### config.mk
export PLATFORM = sky130hd
export DESIGN_NAME = qvalue_argmax_scanner
export DESIGN_NICKNAME = d
export VERILOG_FILES = /design/src/rtl/qvalue_argmax_scanner.sv
export SDC_FILE = /design/constraint.sdc
export NUM_CORES = 1
export LEC_CHECK = 0
export CAP_MARGIN = 10
export CORE_ASPECT_RATIO = 0.9
export CORE_MARGIN = 3
export CORE_UTILIZATION = 48
export CTS_CLUSTER_DIAMETER = 60
export CTS_CLUSTER_SIZE = 10
export DETAILED_ROUTE_END_ITERATION = 8
export GPL_TIMING_DRIVEN = 1
export PLACE_DENSITY = 0.83
export SYNTH_ARGS = -nofsm -noshare
export SYNTH_HDL_FRONTEND = slang
export SYNTH_SLANG_ARGS = --single-unit
### constraint.sdc
create_clock -name clock -period 3.61 [get_ports clock]
set_input_delay 0.722 -clock clock [delete_from_list [all_inputs] [get_ports clock]]
set_output_delay 0.722 -clock clock [all_outputs]
set_load 0.01 [all_outputs]
### src/rtl/qvalue_argmax_scanner.sv
// qvalue_argmax_scanner: scans the first N qValue words on the node memory
// port, picks the largest one (ties keep the lowest index), fetches the
// matching neighborID, and writes both back into the better_qvalue and
// nextsinks slots.
module qvalue_argmax_scanner (
    input  logic        clock,
    input  logic        nrst,
    input  logic        start,
    input  logic [6:0]  count,
    output logic        busy,
    output logic        done,
    output logic [5:0]  best_idx,
    output logic [15:0] best_q,
    output logic [15:0] best_id,
    output logic [15:0] mem_addr,
    output logic        mem_wr_en,
    output logic [15:0] mem_wdata,
    input  logic [15:0] mem_rdata
);

    localparam logic [15:0] Q_BASE    = 16'h01C8;
    localparam logic [15:0] ID_BASE   = 16'h0048;
    localparam logic [15:0] QOUT_ADDR = 16'h0710;
    localparam logic [15:0] NEXT_ADDR = 16'h0700;
    localparam logic [6:0]  MAX_N     = 7'd64;

    typedef enum logic [2:0] {
        S_IDLE     = 3'd0,
        S_SCAN     = 3'd1,
        S_FETCH_ID = 3'd2,
        S_WR_Q     = 3'd3,
        S_WR_ID    = 3'd4,
        S_DONE     = 3'd5
    } state_t;

    state_t      state_r;
    logic [5:0]  idx_r;
    logic [6:0]  n_r;
    logic [5:0]  best_idx_r;
    logic [15:0] best_q_r;
    logic [15:0] best_id_r;
    logic        busy_r;
    logic        done_r;
    logic        last_s;
    logic        better_s;

    // Scan position and comparison decode for the current SCAN cycle.
    always_comb begin
        last_s   = ({1'b0, idx_r} == (n_r - 7'd1));
        better_s = (idx_r == 6'd0) || (mem_rdata > best_q_r);
    end

    // Sequencer: state, scan counters, running maximum and status flags.
    always_ff @(posedge clock or negedge nrst) begin
        if (!nrst) begin
            state_r    <= S_IDLE;
            idx_r      <= 6'd0;
            n_r        <= 7'd0;
            best_idx_r <= 6'd0;
            best_q_r   <= 16'h0000;
            best_id_r  <= 16'h0000;
            busy_r     <= 1'b0;
            done_r     <= 1'b0;
        end else begin
            case (state_r)
                S_IDLE: begin
                    if (start) begin
                        busy_r <= 1'b1;
                        if (count != 7'd0) begin
                            n_r     <= (count > MAX_N) ? MAX_N : count;
                            idx_r   <= 6'd0;
                            state_r <= S_SCAN;
                        end else begin
                            done_r  <= 1'b1;
                            state_r <= S_DONE;
                        end
                    end else begin
                        state_r <= S_IDLE;
                    end
                end
                S_SCAN: begin
                    if (better_s) begin
                        best_q_r   <= mem_rdata;
                        best_idx_r <= idx_r;
                    end else begin
                        best_q_r   <= best_q_r;
                    end
                    if (last_s) begin
                        state_r <= S_FETCH_ID;
                    end else begin
                        idx_r   <= idx_r + 6'd1;
                    end
                end
                S_FETCH_ID: begin
                    best_id_r <= mem_rdata;
                    state_r   <= S_WR_Q;
                end
                S_WR_Q: begin
                    state_r <= S_WR_ID;
                end
                S_WR_ID: begin
                    done_r  <= 1'b1;
                    state_r <= S_DONE;
                end
                S_DONE: begin
                    done_r  <= 1'b0;
                    busy_r  <= 1'b0;
                    state_r <= S_IDLE;
                end
                default: begin
                    done_r  <= 1'b0;
                    busy_r  <= 1'b0;
                    state_r <= S_IDLE;
                end
            endcase
        end
    end

    // Memory port decode from the current state and registers.
    always_comb begin
        mem_addr  = 16'h0000;
        mem_wr_en = 1'b0;
        mem_wdata = 16'h0000;
        case (state_r)
            S_SCAN: begin
                mem_addr = Q_BASE + {9'd0, idx_r, 1'b0};
            end
            S_FETCH_ID: begin
                mem_addr = ID_BASE + {9'd0, best_idx_r, 1'b0};
            end
            S_WR_Q: begin
                mem_addr  = QOUT_ADDR;
                mem_wr_en = 1'b1;
                mem_wdata = best_q_r;
            end
            S_WR_ID: begin
                mem_addr  = NEXT_ADDR;
                mem_wr_en = 1'b1;
                mem_wdata = best_id_r;
            end
            default: begin
                mem_addr  = 16'h0000;
                mem_wr_en = 1'b0;
                mem_wdata = 16'h0000;
            end
        endcase
    end

    assign busy     = busy_r;
    assign done     = done_r;
    assign best_idx = best_idx_r;
    assign best_q   = best_q_r;
    assign best_id  = best_id_r;

endmodule

==> metrics.md <==
| Metric | Value |
|---|---|
| Mean Syn Cell Area | `9.31 um^2` |
| PortBufs | `between 90 and 100` |
| Wire length of the first global-routing pass | `14700 um` |
| CP max stage delay | `around 540 ps` |
| Die width | `94.8 um` |
| Post-Route Utilization | `0.668` |
| Status | `complete, no violations` |
| Synth async-reset ratio | `1.00` |
| Reg2reg setup slack | `approximately 700 ps` |
| Drc violations | `0` |
| M2 GR Usage | `0.355` |
| Actual slew at the worst max-slew pin | `652 ps` |
| Area occupied by multi-input gates | `roughly 1800 um^2` |
| Final instance area | `4490 um^2` |
| CP delay by family, top | `buffers and inverters` |
| Final setup viols | `0` |
| Hold_buf cts | `0` |
| CP arrival | `2430 ps` |
| Clock Sinks | `56` |
| Root Driver | `clkbuf_8` |
| Reg area | `about 1400 um^2` |
| Die Ht | `85.9 um` |
| Most frequent cells in the layout | `clkdlybuf4s50_1, nand2_1, dfrtp_1` |
| Busiest layer in global routing | `met2` |
| Initial drt markers | `196` |
| Critical path class | `reg -> out` |
| Synth Flop Type | `dfrtp_1` |
| Filler instances | `between 500 and 600` |
| Synth Cell Area | `3410 um^2` |
| Layout cells sized above 1 | `0.106` |
| CP max stage cell | `clkdlybuf4s50_1` |
| Post-Layout Cell Count | `542` |
| Min Tclk post-route | `3150 ps` |
| TritonRoute pass-1 iters | `4` |
| Clock Skew | `10.4 ps` |
| I/O pin total | `99` |
| Area delta synth->final | `31.9%` |
| Clock buffer depth | `2` |
| Max VDD drop | `537 uV` |
| Vias post-DR | `about 3000` |
| Final Hold Viols | `0` |
| CP required | `2890 ps` |
| Max Freq | `317 MHz` |
| Average wire per standard cell | `16.3 um` |
| # Max-Cap Violations | `0` |
| Setup TNS | `0 ps` |
| Setup WS pre-CTS | `256 ps` |
| Die Footprint | `about 8100 um^2` |
| Final period utilization | `0.873` |
| Pin count of the biggest net entering global routing | `31` |
| # H-tree levels | `2` |
| Post-Place Cells | `534` |
| Drt total wl | `8830 um` |
| Synth cell types | `44` |
| Final Max Tran Viols | `0` |
| Static Leak | `roughly 2.1 nW` |
| Critical-path cell list | `inv_1 > nor3_2 > buf_4 > a22o_1 > clkdlybuf4s50_1` |
| Grt met3 use | `0.0377` |
| Worst Path Buf+Inv | `3` |
| RSZ-0062 raised after global routing | `no` |
| Count of flip-flops with a built-in enable after synthesis | `0` |
| Initial antenna violation count | `0` |
| Setup WS post-layout | `roughly 460 ps` |
| Starting density of the core | `0.507` |
| Cell row count | `28` |
| Total CTS buffers | `5` |
| Synthesized flop and latch total | `56` |
| Core area | `6730 um^2` |
| Worst Hold Class | `in -> async` |
| Gr usage total | `0.227` |
| Post-CTS sizing | `0` |
| Commonest non-fill, non-tap cell in the layout | `clkdlybuf4s50_1` |
| Mapped Cells | `about 370` |
| Antenna Cells | `0` |
| Clock-pin transition on the worst setup and hold timing paths | `100 ps` |
| Total Power | `around 4.0 mW` |
| Overflow left after global routing | `0` |
| Hpwl dp | `6640 um` |
| Routing usage on met1 | `0.321` |
| Layout Nets | `499` |
| Element type at the critical path start | `flop` |
| Relative slew slack | `0.562` |
| Vias in the first global route | `approximately 2900` |
| Postcts setup bufs | `0` |
| Vias/cell | `5.54` |
| GPL Wtd Cong | `1.01` |
| Power per cell area | `885 nW/um^2` |
| Final ANT Viol Nets | `0` |
| CP Capture Type | `output pin` |
| Ys Warns | `0` |
| Max FO, Critical Path | `11` |
| Sequential area share after synthesis | `0.411` |
| Area after DPL | `4390 um^2` |
| Clk_lat worst skew | `320 ps` |
| Hold WS | `around 410 ps` |
| CTS tree | `done` |
-- synthesized netlist by cell type (9+ instances only) --
master    instances  area share
inv_1            28       0.031
dfrtp_1          56        0.41
a22o_1           16       0.041
a21oi_1          10       0.015
nor3_1           10       0.015
ha_1             22       0.081
mux2_2           22       0.073
xnor2_1          10       0.026
nor2_1           10       0.011
a21o_1            9       0.020
nand2_1          65       0.072
o21ai_0          18       0.026
clkbuf_1         15       0.017
-- layout make-up --
| class | instances | share of cell area |
|---|---|---|
| flip-flops and latches | 56 | 0.312 |
| well taps | 90 | 0.0251 |
| multi-input cells | 260 | 0.400 |
| clock inverters | 2 | 0.00390 |
| inverters | 28 | 0.0234 |
| repair buffers | 100 | 0.217 |
| clock buffers | 6 | 0.0184 |
-- state kept, by name (all words and copies together) (netlist names) --
signal,count
done,1
n_r,7
idx_r,6
best_id,16
state_r,3
best_q,16
busy,1
best_idx,6
-- cells by family (layout without fill, tap and decap cells) --
logic type / after synthesis / in the layout / synth area share
other: 1 / 6 / 0.00110
adders and majority gates: 22 / 22 / 0.0808
buffers and inverters: 55 / 136 / 0.0694
and+or+nand+nor: 120 / 120 / 0.165
xor gates and xnor gates: 11 / 11 / 0.0283
AOI/OAI and AO/OA: 76 / 76 / 0.163
muxes: 25 / 25 / 0.0815
DFF: 56 / 56 / 0.411
-- power breakdown --
group	switching, mW	total, mW	internal (mW)
combinational	1.07	2.35	1.28
clock	0.219	0.380	0.161
sequential	0.345	1.25	0.905
-- metal layers --
layer,up-vias,share of wire
li1,1428,-
met1,1466,0.45
met2,92,0.47
met3,18,0.051
met4,0,0.020
met5,-,0
-- worst paths after layout --
check	to	cells past startpoint	start
hold reg to reg	done	1	done
min in group clock	done	1	done
setup reg to reg	idx_r[4]	8	n_r[0]
setup / recovery	mem_wdata[15]	5	state_r[2]
hold / removal	n_r[1]	1	nrst
max in group asynchronous	state_r[2]	2	nrst
Note: power is estimated with default switching activity, not from simulation.
